==> src/rtl/pipe_ctrl_pkg.sv <==
// Shared constants for the pipeline stall/flush sequencer: stall patterns, FSM states,
// perf-counter select codes and the stall priority encoder.
package pipe_ctrl_pkg;

    localparam logic Stop   = 1'b1;
    localparam logic NoStop = 1'b0;

    // Bit k holds stage k (0=PC ... 5=WB); WB is never held.
    localparam logic [5:0] StallMem  = {NoStop, Stop, Stop, Stop, Stop, Stop};
    localparam logic [5:0] StallEx   = {NoStop, NoStop, Stop, Stop, Stop, Stop};
    localparam logic [5:0] StallId   = {NoStop, NoStop, NoStop, Stop, Stop, Stop};
    localparam logic [5:0] StallIf   = {NoStop, NoStop, NoStop, NoStop, Stop, Stop};
    localparam logic [5:0] StallNone = {6{NoStop}};

    typedef enum logic [1:0] {
        StRun     = 2'd0,
        StWaitMem = 2'd1,
        StFlush   = 2'd2
    } state_e;

    typedef enum logic [1:0] {
        PerfIf  = 2'd0,
        PerfId  = 2'd1,
        PerfEx  = 2'd2,
        PerfMem = 2'd3
    } perf_sel_e;

    function automatic logic [5:0] stall_encode(input logic rq_if, input logic rq_id,
                                                input logic rq_ex, input logic rq_mem);
        if (rq_mem) return StallMem;
        if (rq_ex)  return StallEx;
        if (rq_id)  return StallId;
        if (rq_if)  return StallIf;
        return StallNone;
    endfunction

endpackage

==> src/rtl/pipe_stall_perf.sv <==
// Per-stage stall-cycle counter bank with a registered read mux.
module pipe_stall_perf
    import pipe_ctrl_pkg::*;
(
    input  logic        clk,
    input  logic        rst,
    input  logic [3:0]  win_i,
    input  logic [1:0]  sel_i,
    output logic [31:0] cnt_o
);

    logic [31:0] cnt_q [4];
    logic [31:0] rd_q;

    always_ff @(posedge clk) begin
        if (rst) begin
            for (int k = 0; k < 4; k++) begin
                cnt_q[k] <= '0;
            end
            rd_q <= '0;
        end else begin
            for (int k = 0; k < 4; k++) begin
                if (win_i[k] && (cnt_q[k] != 32'hFFFF_FFFF)) begin
                    cnt_q[k] <= cnt_q[k] + 32'd1;
                end
            end
            rd_q <= cnt_q[sel_i];
        end
    end

    assign cnt_o = rd_q;

endmodule

==> src/rtl/pipe_ctrl.sv <==
// Stall/flush sequencer for the 6-stage pipeline with stall watchdog.
// Optional per-stage stall counters are built when PIPE_CTRL_PERF_EN is defined.
module pipe_ctrl
    import pipe_ctrl_pkg::*;
#(
    parameter int unsigned FLUSH_CYCLES   = 1,
    parameter int unsigned TIMEOUT_CYCLES = 1024,
    parameter int unsigned CNT_W          = 11
) (
    input  logic        clk,
    input  logic        rst,
    input  logic        stallreq_if_i,
    input  logic        stallreq_id_i,
    input  logic        stallreq_ex_i,
    input  logic        stallreq_mem_i,
    input  logic        excp_valid_i,
    input  logic [31:0] excp_handler_i,
    output logic [5:0]  stall_o,
    output logic        flush_o,
    output logic [31:0] new_pc_o,
    output logic        new_pc_valid_o,
    output logic        stall_timeout_o,
    input  logic [1:0]  perf_sel_i,
    output logic [31:0] perf_cnt_o
);

    localparam int unsigned FcW = (FLUSH_CYCLES > 1) ? $clog2(FLUSH_CYCLES) : 1;
    localparam logic [CNT_W-1:0] TimeoutVal = CNT_W'(TIMEOUT_CYCLES);

    state_e           state_q;
    logic             flush_q;
    logic             valid_q;
    logic [31:0]      new_pc_q;
    logic [31:0]      hdl_q;
    logic [FcW-1:0]   fcnt_q;
    logic [CNT_W-1:0] wd_q, wd_d;
    logic             timeout_q, timeout_d;
    logic [5:0]       stall_pat;

    assign stall_pat = stall_encode(stallreq_if_i, stallreq_id_i, stallreq_ex_i, stallreq_mem_i);
    // flush_q is high exactly while in StFlush, so it doubles as the stall mask.
    assign stall_o   = (rst || flush_q) ? StallNone : stall_pat;

    always_ff @(posedge clk) begin
        if (rst) begin
            state_q  <= StRun;
            flush_q  <= 1'b0;
            valid_q  <= 1'b0;
            new_pc_q <= '0;
            hdl_q    <= '0;
            fcnt_q   <= '0;
        end else begin
            valid_q <= 1'b0;
            case (state_q)
                StRun: begin
                    if (excp_valid_i) begin
                        hdl_q <= excp_handler_i;
                        if (stallreq_mem_i) begin
                            state_q <= StWaitMem;
                        end else begin
                            state_q  <= StFlush;
                            flush_q  <= 1'b1;
                            valid_q  <= 1'b1;
                            new_pc_q <= excp_handler_i;
                            fcnt_q   <= FcW'(FLUSH_CYCLES - 1);
                        end
                    end
                end
                StWaitMem: begin
                    if (!stallreq_mem_i) begin
                        state_q  <= StFlush;
                        flush_q  <= 1'b1;
                        valid_q  <= 1'b1;
                        new_pc_q <= hdl_q;
                        fcnt_q   <= FcW'(FLUSH_CYCLES - 1);
                    end
                end
                StFlush: begin
                    if (fcnt_q == '0) begin
                        state_q <= StRun;
                        flush_q <= 1'b0;
                    end else begin
                        fcnt_q <= fcnt_q - FcW'(1);
                    end
                end
                default: begin
                    state_q <= StRun;
                    flush_q <= 1'b0;
                end
            endcase
        end
    end

    always_comb begin
        wd_d = wd_q;
        if (stall_o == StallNone) begin
            wd_d = '0;
        end else if (wd_q != TimeoutVal) begin
            wd_d = wd_q + CNT_W'(1);
        end
        timeout_d = timeout_q | (wd_d == TimeoutVal);
    end

    always_ff @(posedge clk) begin
        if (rst) begin
            wd_q      <= '0;
            timeout_q <= 1'b0;
        end else begin
            wd_q      <= wd_d;
            timeout_q <= timeout_d;
        end
    end

    assign flush_o         = flush_q;
    assign new_pc_o        = new_pc_q;
    assign new_pc_valid_o  = valid_q;
    assign stall_timeout_o = timeout_q;

`ifdef PIPE_CTRL_PERF_EN
    logic [3:0] win;

    always_comb begin
        win          = '0;
        win[PerfIf]  = (stall_o == StallIf);
        win[PerfId]  = (stall_o == StallId);
        win[PerfEx]  = (stall_o == StallEx);
        win[PerfMem] = (stall_o == StallMem);
    end

    pipe_stall_perf u_perf (
        .clk   (clk),
        .rst   (rst),
        .win_i (win),
        .sel_i (perf_sel_i),
        .cnt_o (perf_cnt_o)
    );
`else
    logic unused_perf_sel;
    assign unused_perf_sel = ^perf_sel_i;
    assign perf_cnt_o      = '0;
`endif

endmodule
==> config.mk <==
export PLATFORM = sky130hd
export DESIGN_NAME = pipe_ctrl
export DESIGN_NICKNAME = d
export VERILOG_FILES = /design/src/rtl/pipe_ctrl_pkg.sv /design/src/rtl/pipe_stall_perf.sv /design/src/rtl/pipe_ctrl.sv
export SDC_FILE = /design/constraint.sdc
export NUM_CORES = 1
export LEC_CHECK = 0
export CORE_AREA = 5 5 95 97
export DETAILED_ROUTE_END_ITERATION = 10
export DIE_AREA = 0 0 100 102
export GPL_TIMING_DRIVEN = 0
export PLACE_DENSITY = 0.78
export SLEW_MARGIN = 25
export SYNTH_ARGS = -nofsm -noshare
export SYNTH_HDL_FRONTEND = slang
export SYNTH_SLANG_ARGS = --single-unit
==> constraint.sdc <==
create_clock -name clk -period 2.9 [get_ports clk]
set_clock_uncertainty 0.15 [all_clocks]
set_input_delay 0.58 -clock clk [delete_from_list [all_inputs] [get_ports clk]]
set_output_delay 0.58 -clock clk [all_outputs]
set_load 0.01 [all_outputs]
Yosys cells after proc, flatten, opt, wreduce, memory -nomap -nowiden:

Cells that the tools add are included.

* add/subtract/negate cells: 2
* eq/ne operators: 8
* mux-type cells: 41
* bitwise logic cells: 1
* reductions and logical operators: 10

Operators by type and width (number)
* 32-bit two-way mux: 3
* 32-bit one-hot mux with 2 select lines: 1
* 6-bit two-way mux: 9
* 11-bit two-way mux: 2
* 1-bit two-way mux: 18
* 11-bit by 1-bit adder with 11-bit output (second input constant): 1
* 11-bit equality test (second input constant): 1
* 11-bit != test (second input constant): 1
* 2-bit two-way mux: 4
* 2-bit != test (second input constant): 4
* 6-bit zero test: 1
* 1-bit one-hot mux with 3 select lines: 2
* 2-bit one-hot mux with 3 select lines: 1
* 2-bit AND reduction: 3
* 4-bit AND reduction: 1
* 3-bit AND reduction: 1
* 3-bit nonzero test: 1
* 2-bit by 1-bit equality test with 1-bit output (second input constant): 1
* 2-bit equality test (second input constant): 1
* 2-bit zero test: 1
* 1-bit one-hot mux with 2 select lines: 1
* 2-bit nonzero test: 1
* 1-bit logical OR: 1
* 1-bit bitwise OR: 1
* 1-bit subtractor (second input constant): 1

* register bits: 81
* input port bits: 41
* output and inout bits: 73
* logic and storage cells: 70

Depth between registers and ports, before layout:

* depth in word-level cells: 16
* gate-level depth with buffers: 9

Worst setup path after synthesis:

Ideal clock, no wire load.

* path kind: reg2reg
* start point: register wd_q[6]
* end point: register timeout_q (netlist: stall_timeout_o)
* arrival: 1876 ps
* required time: 2654 ps
* path slack: 778 ps
* stages on the path, launching flop included: 7
* clock period less this slack: 2122 ps
* cells stage by stage: dfxtp_1 or4_1 or3_1 buf_2 o31ai_4 o32ai_1 o41ai_2

* word-level cells in the longest chain between the ends: 5
* elaborated cells on any way between the ends: 6
* classes of those cells: add/sub: 1; eq/ne: 2; mux: 2; bitwise: 1

RTL lines
* start: declaration: line pipe_ctrl.sv:36 `logic [CNT_W-1:0] wd_q, wd_d;`
* start signal: assignment: line pipe_ctrl.sv:109 `wd_q <= wd_d;`
* 11-bit by 1-bit adder with 11-bit output or 11-bit != test (tied branches): line pipe_ctrl.sv:99, pipe_ctrl.sv:98
* 11-bit two-way mux *: line pipe_ctrl.sv:98 `end else if (wd_q != TimeoutVal) begin`
* 11-bit two-way mux *: line pipe_ctrl.sv:96 `if (stall_o == StallNone) begin`
* 11-bit equality test *: line pipe_ctrl.sv:101 `timeout_d = timeout_q | (wd_d == TimeoutVal);`
* 1-bit bitwise OR *: line pipe_ctrl.sv:101
* end signal: assignment: line pipe_ctrl.sv:110 `timeout_q <= timeout_d;`
* end: declaration: line pipe_ctrl.sv:37 `logic timeout_q, timeout_d;`

Mark *: on every way between the ends. The rest lies on a longest branch, timed or not.
A chain may end at the register's enable or synchronous reset.

Worst setup path in the final report:

* start point: input stallreq_id_i
* end point: output stall_o[1]

* word-level cells in the longest chain between the ends: 7
* elaborated cells on any way between the ends: 10
* classes of those cells: mux: 10

RTL lines
* start: declaration: line pipe_ctrl.sv:13 `input logic stallreq_id_i,`
* 6-bit two-way mux or 1-bit two-way mux (tied branches): line pipe_ctrl_pkg.sv:32 `if (rq_id) return StallId;`
* 6-bit two-way mux or 1-bit two-way mux (tied branches): line pipe_ctrl_pkg.sv:33, pipe_ctrl_pkg.sv:32
* 6-bit two-way mux or 1-bit two-way mux (tied branches): line pipe_ctrl_pkg.sv:34, pipe_ctrl_pkg.sv:31
* 6-bit two-way mux *: line pipe_ctrl_pkg.sv:33 `if (rq_if) return StallIf;`
* 6-bit two-way mux *: line pipe_ctrl_pkg.sv:32
* 6-bit two-way mux *: line pipe_ctrl_pkg.sv:31 `if (rq_ex) return StallEx;`
* 6-bit two-way mux *: line pipe_ctrl.sv:42 `assign stall_o = (rst || flush_q) ? StallNone : stall_pat;`
* end: declaration: line pipe_ctrl.sv:18 `output logic [5:0] stall_o,`

Mark *: on every way between the ends. The rest lies on a longest branch, timed or not. The select of a mux whose other input is x is not followed.

==> results.py <==
metrics = {
    "route": {
        "viasPerCell": 4.88,
        "post_drt_wl_per_cell_um": 13.5,
        "drt-pass1-iter-count": 4,
        "wl_met2_um": 4470,
        "drc_errors": 0,
        "drtIter0Drc": 113,
        "wl_met1_um": 3620,
        "routed_wirelength_um": 8870,
        "postRouteAntennaNets": 0,
        "vias": 3201,
        "wl_met3_um": 693,
        "route.top_layer_used": "met4",
    },
    "sta": {
        "rsz0062_at_grt": "no",
        "finalSetupViolCount": 0,
        "hold_viol": 0,
        "worst_pin_slew_ps": 820,
        "drv_slew": 0,
        "fin_tns_setup_ps": 0,
        "fmax_ghz": 0.363,
        "relSlewSlack": 0.454,
        "fin_crit_ps": 2760,
        "finalCritPeriodShare": 0.950,
    },
    "power_and_ir_drop": {
        "internal-power_mw": 1.85,
        "pwr-share-seq": 0.487,
        "pwr-share-comb": 0.183,
        "ir_worst_vdd_mv": 0.362,
        "swShare": 0.262,
        "p_clk_frac": 0.330,
        "pwr_density_cell_nw_per_um2": 516,
        "switchingPower_uw": 658,
        "leakagePower_nw": 2.10,
    },
    "min_path": {
        "worstHoldStart": "hdl_q[18]",
        "hold_end": "hdl_q[18]",
        "hold_class": "reg2reg",
        "holdPathStages": 2,
    },
    "synth": {
        "synthFlopType": "dfxtp_1",
        "syn_avg_cell_area_sq_um": 8.52,
        "syn_area_sq_um": 3640,
        "yosys.area.top_type_share": 0.446,
        "synth_edf_count": 0,
        "synth.distinct_cells": 41,
        "synth_seq_cells": 81,
        "yosys-top-cells-count": "dfxtp_1, nand2_1, nor2_1",
        "async_flop_share": 0,
        "ys_seq_area_frac": 0.446,
        "yosysWarnings": 0,
        "synth_area_leaders": "dfxtp_1, mux2i_1, nand2_1",
        "synth_cells": 427,
        "yosysMostFrequentCell": "dfxtp_1",
        "synth_top_cell_by_area": "dfxtp_1",
    },
    "global_route": {
        "grt_pass1_wl_um": 14700,
        "grt_usage": 0.179,
        "overflow": 0,
        "grt_pass1_vias": 3122,
        "grt_max_degree": 13,
        "antenna_found_initial": 0,
    },
    "critical_path": {
        "cp-start-kind": "primary input",
        "cpMostUsedCell": "buf_4",
        "cp-end-kind": "output pin",
        "cp_top_family": "buffers and inverters",
        "setup.worst_path.class": "in2out",
        "cp.buffers_inverters": 5,
        "r2r_end": "stall_timeout_o",
        "path_cells": "clkdlybuf4s50_1, nor4_1, nand2b_1, buf_4, inv_2, buf_4, dlygate4sd2_1",
        "cp_slowest_cell": "clkdlybuf4s50_1",
        "r2r_cells": 6,
        "cp_slowest_stage_delay_ps": 430,
        "cp.required_ps": 2170,
        "worstReg2RegStart": "wd_q[6]",
        "cp_max_fo": 8,
        "ff2ff_setup_slack_ps": 640,
        "worstPathArrival_ps": 2030,
    },
    "placed_design": {
        "port_buffers": 77,
        "place_congestion": 0.839,
        "dpl_cell_area_sq_um": 4660,
        "hpwlAfterDp_um": 6610,
    },
    "cells_and_area": {
        "diodes": 0,
        "fin_area_sq_um": 4860,
        "drive_gt1_frac": 0.0962,
        "multiInputGateArea_sq_um": 1750,
        "nFillCells": 743,
        "area_growth_pct": 33.6,
        "nNetsFinal": 590,
        "regArea_sq_um": 1620,
    },
    "clocking": {
        "path_clk_slew_ps": 80,
        "cts.path.max_buffers": 2,
        "cts_setup_buffers": 0,
        "clkLatencyLatePin_ps": 340,
        "ctsRootBufferMaster": "clkbuf_8",
        "clkSinkCount": 81,
        "cts-buffers-inserted": 9,
        "ctsHtreeMaxLevel": 3,
        "cts_tree": "yes",
    },
    "outcome": {
        "status": "completed",
    },
    "die": {
        "fp.dieH_um": 102,
        "pin_count": 114,
        "rows": 33,
        "die_x_um": 100,
        "die-area_sq_um": 10200,
        "start_util": 0.452,
        "coreArea_sq_um": 8050,
    },
    "flow_run": {
        "drv_cap": 0,
    },
}
-- routing by layer --
metal  up-vias  track usage
met5         -            0
met3         9       0.0573
met4         0       0.0394
li1       1617            -
met2       109        0.319
met1      1466        0.213
-- registers in the layout, summed over array words and instances, names as in the netlist --
name             cells
hdl_q               32
new_pc_o            32
wd_q                11
state_q              2
fcnt_q               1
flush_o              1
new_pc_valid_o       1
stall_timeout_o      1
-- what timing repair did --
| action | CTS | global route |
|---|---|---|
| setup endpoints to repair | 2 | 1 |
| resized for setup | 3 | 1 |
| hold buffers | 0 | 0 |
-- power groups by stage --
stage / combinational [mW] / clock [mW] / sequential (mW)
2_1_floorplan: 0.247 / 0 / 1.26
3_3_place_gp: 0.451 / 0 / 1.25
3_5_place_dp: 0.462 / 0 / 1.25
4_1_cts: 0.463 / 0.841 / 1.22
5_1_grt: 0.509 / 0.901 / 1.23
6_report: 0.460 / 0.827 / 1.22
-- layout make-up --
| cell class | count | area share |
|---|---|---|
| buffer | 64 | 0.0767 |
| multi-input combinational | 310 | 0.361 |
| inverter | 4 | 0.00309 |
| sequential | 81 | 0.334 |
| tap | 105 | 0.0270 |
| timing repair buffer | 77 | 0.159 |
| clock inverter | 2 | 0.00772 |
| clock buffer | 13 | 0.0327 |
-- cell usage in the layout (no fill, tap or decap), types with 3 or more instances in the layout --
master	n
a211oi_1	33
a21oi_1	36
buf_1	6
buf_4	35
clkbuf_1	24
clkbuf_8	11
clkdlybuf4s50_1	74
conb_1	33
dfxtp_1	81
inv_1	3
mux2i_1	32
nand2_1	70
nand2b_1	5
nand3_1	3
nand4_1	3
nor2_1	52
nor3_1	3
xnor2_1	6
xor2_1	6
-- how the worst max path moves through the flow --
stage,from,end,slack (ps),cells after the start
4_1_cts,stallreq_id_i,stall_o[0],50,6
3_3_place_gp,stallreq_mem_i,stall_o[1],-240,7
5_1_grt,stallreq_id_i,stall_o[1],20,7
3_5_place_dp,stallreq_mem_i,stall_o[1],-270,7
2_1_floorplan,wd_q[6],stall_timeout_o,780,6
6_report,stallreq_id_i,stall_o[1],140,7
-- worst min-delay path, delay by kind of cell (launching register included) --
kind	cells	cell delay, ps
and+or+nand+nor	1	50
AOI/OAI and AO/OA	1	50
DFF	1	310
-- stage by stage --
stage / cells / worst slack (ps) / util / power (mW) / hold WS, ps
floorplan: 459 / 778 / - / 1.50 / 286
global placement: 641 / -241 / 0.579 / 1.70 / 291
detailed placement: 641 / -269 / 0.579 / 1.71 / 296
CTS: 656 / 46.3 / 0.603 / 2.53 / 307
global route: 656 / 19.7 / 0.604 / 2.64 / 325
finish: 656 / 145 / 0.604 / 2.51 / 306
-- cells by family (layout without fill, tap and decap cells) --
logic type	count (synthesis)	in the layout	synth area share
compound gates	81	81	0.149
xor+xnor	12	12	0.0289
flops	81	81	0.446
simple gates	150	150	0.175
other cells	1	33	0.00103
mux	32	32	0.0880
buf+inv	68	160	0.106
fa+ha+maj	2	2	0.00687
(Power assumes the default switching activity.)
